File: src/rtl/sr04_controller.sv
// HC-SR04 ultrasonic ranging controller: trigger pulse, echo timing in microseconds,
// conversion to centimetres, with out-of-range and no-echo handling.
module sr04_controller #(
  parameter int unsigned CLK_HZ       = 100_000_000,
  parameter int unsigned TRIG_US      = 10,
  parameter int unsigned US_PER_CM    = 58,
  parameter int unsigned ECHO_WAIT_US = 30000,
  parameter int unsigned ECHO_MAX_US  = 25000
) (
  input  logic       clk,
  input  logic       rst,
  input  logic       start_btn,
  input  logic       echo,
  output logic       trig,
  output logic [8:0] distance
);

  localparam int unsigned DIV     = CLK_HZ / 1_000_000;
  localparam int unsigned DIV_W   = (DIV > 1) ? $clog2(DIV) : 1;
  localparam int unsigned MAX_A   = (TRIG_US > ECHO_WAIT_US) ? TRIG_US : ECHO_WAIT_US;
  localparam int unsigned CNT_MAX = (MAX_A > ECHO_MAX_US) ? MAX_A : ECHO_MAX_US;
  localparam int unsigned CNT_W   = $clog2(CNT_MAX + 1);
  localparam int unsigned SUB_W   = (US_PER_CM > 1) ? $clog2(US_PER_CM) : 1;

  typedef enum logic [2:0] {
    IDLE,
    TRIG,
    WAIT_ECHO,
    MEASURE,
    DONE
  } state_t;

  state_t           state;
  logic [1:0]       echo_sync;
  logic             start_btn_d;
  logic [DIV_W-1:0] div;
  logic [CNT_W-1:0] cnt;
  logic [SUB_W-1:0] us_cnt;
  logic [8:0]       cm_cnt;

  logic echo_s;
  logic start_edge;
  logic tick;

  assign echo_s     = echo_sync[1];
  assign start_edge = start_btn & ~start_btn_d;
  assign tick       = (div == DIV_W'(DIV - 1));

  // NOTE: every register here is assigned with <= so all of them update from
  // the same pre-edge values; blocking = would leak new values into later reads.
  always_ff @(posedge clk) begin
    if (!rst) begin
      state       <= IDLE;
      trig        <= 1'b0;
      distance    <= '0;
      echo_sync   <= '0;
      start_btn_d <= 1'b0;
      div         <= '0;
      cnt         <= '0;
      us_cnt      <= '0;
      cm_cnt      <= '0;
    end else begin
      echo_sync   <= {echo_sync[0], echo};
      start_btn_d <= start_btn;
      div         <= tick ? '0 : div + DIV_W'(1);

      // Every state change restarts the divider so each interval starts on a whole us.
      case (state)
        IDLE: begin
          trig <= 1'b0;
          if (start_edge) begin
            state <= TRIG;
            trig  <= 1'b1;
            div   <= '0;
            cnt   <= '0;
          end
        end

        TRIG: begin
          if (tick) begin
            if (cnt == CNT_W'(TRIG_US - 1)) begin
              state <= WAIT_ECHO;
              trig  <= 1'b0;
              div   <= '0;
              cnt   <= '0;
            end else begin
              cnt <= cnt + CNT_W'(1);
            end
          end
        end

        WAIT_ECHO: begin
          if (echo_s) begin
            state  <= MEASURE;
            div    <= '0;
            cnt    <= '0;
            us_cnt <= '0;
            cm_cnt <= '0;
          end else if (tick) begin
            if (cnt == CNT_W'(ECHO_WAIT_US - 1)) begin
              state <= IDLE;
              div   <= '0;
            end else begin
              cnt <= cnt + CNT_W'(1);
            end
          end
        end

        MEASURE: begin
          if (tick && cnt == CNT_W'(ECHO_MAX_US - 1)) begin
            distance <= 9'd511;
            state    <= IDLE;
            div      <= '0;
          end else begin
            // A tick landing on the falling-edge cycle still counts: the divider
            // restarted one cycle after echo_s rose, so the last us completes here.
            if (tick) begin
              cnt <= cnt + CNT_W'(1);
              if (us_cnt == SUB_W'(US_PER_CM - 1)) begin
                us_cnt <= '0;
                cm_cnt <= cm_cnt + 9'd1;
              end else begin
                us_cnt <= us_cnt + SUB_W'(1);
              end
            end
            if (!echo_s) begin
              state <= DONE;
              div   <= '0;
            end
          end
        end

        DONE: begin
          distance <= cm_cnt;
          state    <= IDLE;
          div      <= '0;
        end

        default: state <= IDLE;
      endcase
    end
  end

endmodule

File: config.mk
export PLATFORM = sky130hd
export DESIGN_NAME = sr04_controller
export DESIGN_NICKNAME = d
export VERILOG_FILES = /design/src/rtl/sr04_controller.sv
export SDC_FILE = /design/constraint.sdc
export NUM_CORES = 1
export LEC_CHECK = 0
export CORE_MARGIN = 2
export CORE_UTILIZATION = 52
export CTS_CLUSTER_SIZE = 8
export DETAILED_ROUTE_END_ITERATION = 10
export PLACE_DENSITY = 0.71
export SYNTH_ARGS = -nofsm -noshare
export SYNTH_HDL_FRONTEND = slang
export SYNTH_SLANG_ARGS = --single-unit
File: constraint.sdc
create_clock -name clk -period 4.2 [get_ports clk]
set_input_delay 1.05 -clock clk [delete_from_list [all_inputs] [get_ports clk]]
set_output_delay 1.05 -clock clk [all_outputs]
set_load 0.02 [all_outputs]
* After elaboration in Yosys (flattened, before gate mapping)
Cells that the tools add are included.
** Word-level totals
- Word-level logic and storage cells :: 92
- Output and inout port bits :: 10
- Input bits :: 4
- Bits in registers :: 53
** Cells by class
- Mux-type cells :: 44
- Bitwise gates (word level) :: 2
- Reductions and logical operators :: 12
- Add/sub/neg operators :: 4
- Eq/ne operators :: 21
** Operator list (count)
- $mux 15 :: 8
- $mux 7 :: 9
- $pmux 15 s4 :: 1
- $mux 9 :: 5
- $pmux 9 s2 :: 2
- $pmux 7 s5 :: 1
- $eq 15x15->1 const B :: 2
- $mux 3 :: 8
- $mux 6 :: 4
- $ne 2x2->1 const B :: 8
- $add 15x1->15 const B :: 1
- $eq 15x4->1 const B :: 1
- $ne 3x3->1 const B :: 4
- $pmux 3 s4 :: 1
- $pmux 6 s2 :: 1
- $add 9x1->9 const B :: 1
- $add 7x1->7 const B :: 1
- $eq 7x7->1 const B :: 1
- $reduce_and 7->1 :: 1
- $add 6x1->6 const B :: 1
- $eq 3x2->1 const B :: 2
- $eq 6x6->1 const B :: 1
- $reduce_and 6->1 :: 1
- $reduce_bool 2->1 :: 3
- other kinds (13) :: 15

* Depth between registers and ports, before layout
- Depth after elaboration :: 6
- Gate-level depth with buffers :: 9
- Gate-level depth less buffers :: 8

* Worst setup path after synthesis
Ideal clock, no wire load.
- Kind :: input port to flip-flop
- From :: input port start_btn
- To :: register cnt[11]
- Buffers on the path :: 0
- Stages :: 5
- Data required time :: 4.131 ns
- Library setup time :: 0.069 ns
- Arrival :: 2.498 ns
- Setup slack :: 1.633 ns
- Cells stage by stage :: a21boi_0 > a211oi_4 > nand4_2 > or4b_2 > a21oi_2
** Between the ends
- Cells in the longest elaborated chain, start to end :: 3
** RTL lines
- start, declared :: RTL line 12 : input logic start_btn,
- $and 1x1->1 :: RTL line 46 : assign start_edge = start_btn & ~start_btn_d;
- $ne 2x2->1 (no source line)
- $reduce_and 7->1 (no source line)
- end signal, assigned :: RTL line 87 : cnt <= cnt + CNT_W'(1);
- end signal, assigned :: RTL line 104 : cnt <= cnt + CNT_W'(1);
- end signal, assigned :: RTL line 118 : cnt <= cnt + CNT_W'(1);
- end, declared :: RTL line 37 : logic [CNT_W-1:0] cnt;
Every way passes these cells.
A chain may end at the register's enable or synchronous reset.

* Worst setup path after layout
Ends and elaborated chain as after synthesis.

==> results.ini <==
[outcome]
status = finished clean

[synth]
synth-seq-cells = 53
yosys_warnings = 0
synthTopCellsByArea = dfxtp_1 39%, nor2_1 4.5%, o221a_2 4.1%
syn_area_sq_um = 2751
synth.most_common_cell = dfxtp_1
syn-instance-count = 306
synth_edf_count = 0
synth_nets = 316
ys.flop_type = dfxtp_1
ys_seq_area_frac = 0.3856
synth_area_per_cell_sq_um = 8.991
yosysTopAreaCell = dfxtp_1
synthTopCellsByCount = 53 x dfxtp_1, 33 x nor2_1, 17 x nand2_1
synthArstFlopShare = 0
synth_cell_types = 63
synth_top_area_share = 0.3856

[floorplan]
die_h_microns = 76.74
coreArea_sq_um = 5107
ios = 14
die_width_microns = 76.74
dieArea_sq_um = 5889
start_util = 0.5387
rows = 26

[sta]
finalCritPeriodShare = 0.7303
rsz0062_at_grt = false
slew_viol_final = 0
hold_violations = 0
period_minus_slack_ns = 3.067
fin_ws_ns = 1.133
finalClockSkew_ns = 0.009789
tns_ns = 0
worstMarginPinSlew_ns = 0.7665
max_freq_mhz = 326.0
setup_viol_count_final = 0
slew_headroom = 0.4859

[power_and_ir_drop]
total_power_uw = 1389
leakagePower_uw = 0.001020
power.density_nw_per_um2 = 457.5
vdd_drop_max_uv = 199.5

[placement]
port_buffers = 13
place_area_sq_um = 2898
dp_hpwl_microns = 3743
finalWeightedCongestion = 0.8280
pre_cts_slack_ns = 0.8109

[grt]
antenna_found_initial = 0
grt_max_degree = 23
track_usage = 0.1981
grt_pass1_wl_microns = 9673
grt_pass1_vias = 2038
overflow = 0

[drt]
routed_wirelength_microns = 5499
drcViolationCount = 0
dr.pass1.iters = 4
drt_first_iter_violations = 153
wl_per_cell_microns = 14.32
vias = 2238
ant_nets = 0
via_per_inst = 5.828

[min_path]
hp-start = echo_sync[0]
whs_endpoint = echo_sync[1]
hold_depth = 1
holdCritPathClass = flip-flop to flip-flop

[clocking]
cts_hold_buf = 0
path_clk_slew_ns = 0.10
cts_tree = built
cts_max_level = 2
cts_resized = 0
cts.path.max_buffers = 2
numClockSinks = 53
insertion_delay_ns = 0.32
cts_buffers = 5
root_buffer = clkbuf_8
post_cts_buffers = 0

[finish]
area_growth_pct = 10.32
antenna_cells = 0
final_cell_area_sq_um = 3035
drive_above_1_share = 0.1401
fillers = 480
post-route-util = 0.5943
nets = 323

[run]
maxCapViolations = 0

[worst_setup_path]
timing.rr.end = cnt[11]
crit_path_start_kind = primary input
cp.arrival_ns = 3.33
r2r_start = state[0]
critical_path_required_ns = 4.46
slowest_delay_ns = 0.74
ff2ff_path_depth = 6
end_kind = flip-flop
cp_max_fo = 14
crit_chain = clkdlybuf4s50_1 -> a21boi_0 -> a211oi_4 -> nand4_2 -> or4b_2 -> a21oi_2
reg2reg_slack_ns = 1.50
slowest_stage = or4b_2
critical_path_class = primary input to flip-flop

layout make-up:
type                       instances  area [sq um]  area share
clock inverter                     3         68.82     0.02267
multi-input combinational        232          1582      0.5210
timing repair buffer              15         145.1     0.04782
inverter                           6         22.52    0.007420
sequential                        53          1061      0.3495
clock buffer                       5         68.82     0.02267
tap                               70         87.58     0.02885
flip-flops by register name, summed over array words and instances, names as in the netlist:
signal / cells
start_btn_d: 1
us_cnt: 6
div: 7
state: 3
cnt: 15
trig: 1
cm_cnt: 9
echo_sync: 2
distance: 9
cells in the final DEF, fill, tap and decap left out, drive strengths merged, types with 2 or more instances in the layout:
master / count
a211oi: 2
clkbuf: 5
buf: 2
nor4: 4
or2: 2
nand2b: 3
xor2: 2
or4bb: 2
ha: 6
and3: 10
and4: 2
o21a: 2
nor3b: 3
nand2: 17
clkdlybuf4s50: 13
nor4b: 3
or4: 5
mux2i: 4
nand4b: 2
or3: 9
or3b: 6
dfxtp: 53
o31ai: 3
nand4: 3
o21ai: 19
nand3: 13
a41oi: 3
and2: 8
xnor2: 10
inv: 7
nor3: 7
nor2b: 4
nor2: 33
o221a: 11
bufinv: 2
a31oi: 4
a21oi: 19
power breakdown:
part	internal, uW	switching [uW]	leakage (uW)
clock network	240	181	0.0000687
registers	529	44.9	0.000429
logic	150	244	0.000522
total	919	469	0.00102
per-layer routing:
| layer | track usage | share of wire |
|---|---|---|
| met4 | 0.07091 | 0.015 |
| met2 | 0.3018 | 0.45 |
| met1 | 0.2818 | 0.51 |
| met3 | 0.03294 | 0.032 |
| met5 | 0 | 0 |
through the flow:
step                      hold WS, ns  std cells
after global placement         0.4143        376
after global routing           0.4707        384
final                          0.4418        384
after floorplan                0.4119        306
after detailed placement       0.4192        376
after CTS                      0.4431        384
kinds of logic (layout without fill, tap and decap cells):
family | count (synthesis) | after routing | synth area share
compound gates | 71 | 71 | 0.1992
flops | 53 | 53 | 0.3856
simple gates | 139 | 139 | 0.2956
mux | 4 | 4 | 0.01455
buf+inv | 21 | 29 | 0.03956
xor+xnor | 12 | 12 | 0.03820
fa+ha+maj | 6 | 6 | 0.02728
worst max-delay path: cells and delay by family:
| family | cells | cell delay, ns |
|---|---|---|
| and+or+nand+nor | 2 | 1.09 |
| buffers and inverters | 1 | 0.48 |
| AOI/OAI and AO/OA | 3 | 0.71 |
worst max path at each step:
stage / startpoint / to / slack [ns] / cells past startpoint
after global routing: start_btn / cnt[11] / 0.98 / 6
after CTS: start_btn / cnt[11] / 1.14 / 6
after detailed placement: start_btn / cnt[11] / 0.81 / 6
after global placement: start_btn / cnt[11] / 0.85 / 6
after floorplan: start_btn / cnt[11] / 1.63 / 5
final: start_btn / cnt[11] / 1.13 / 6
Note: power is estimated with default switching activity, not from simulation.
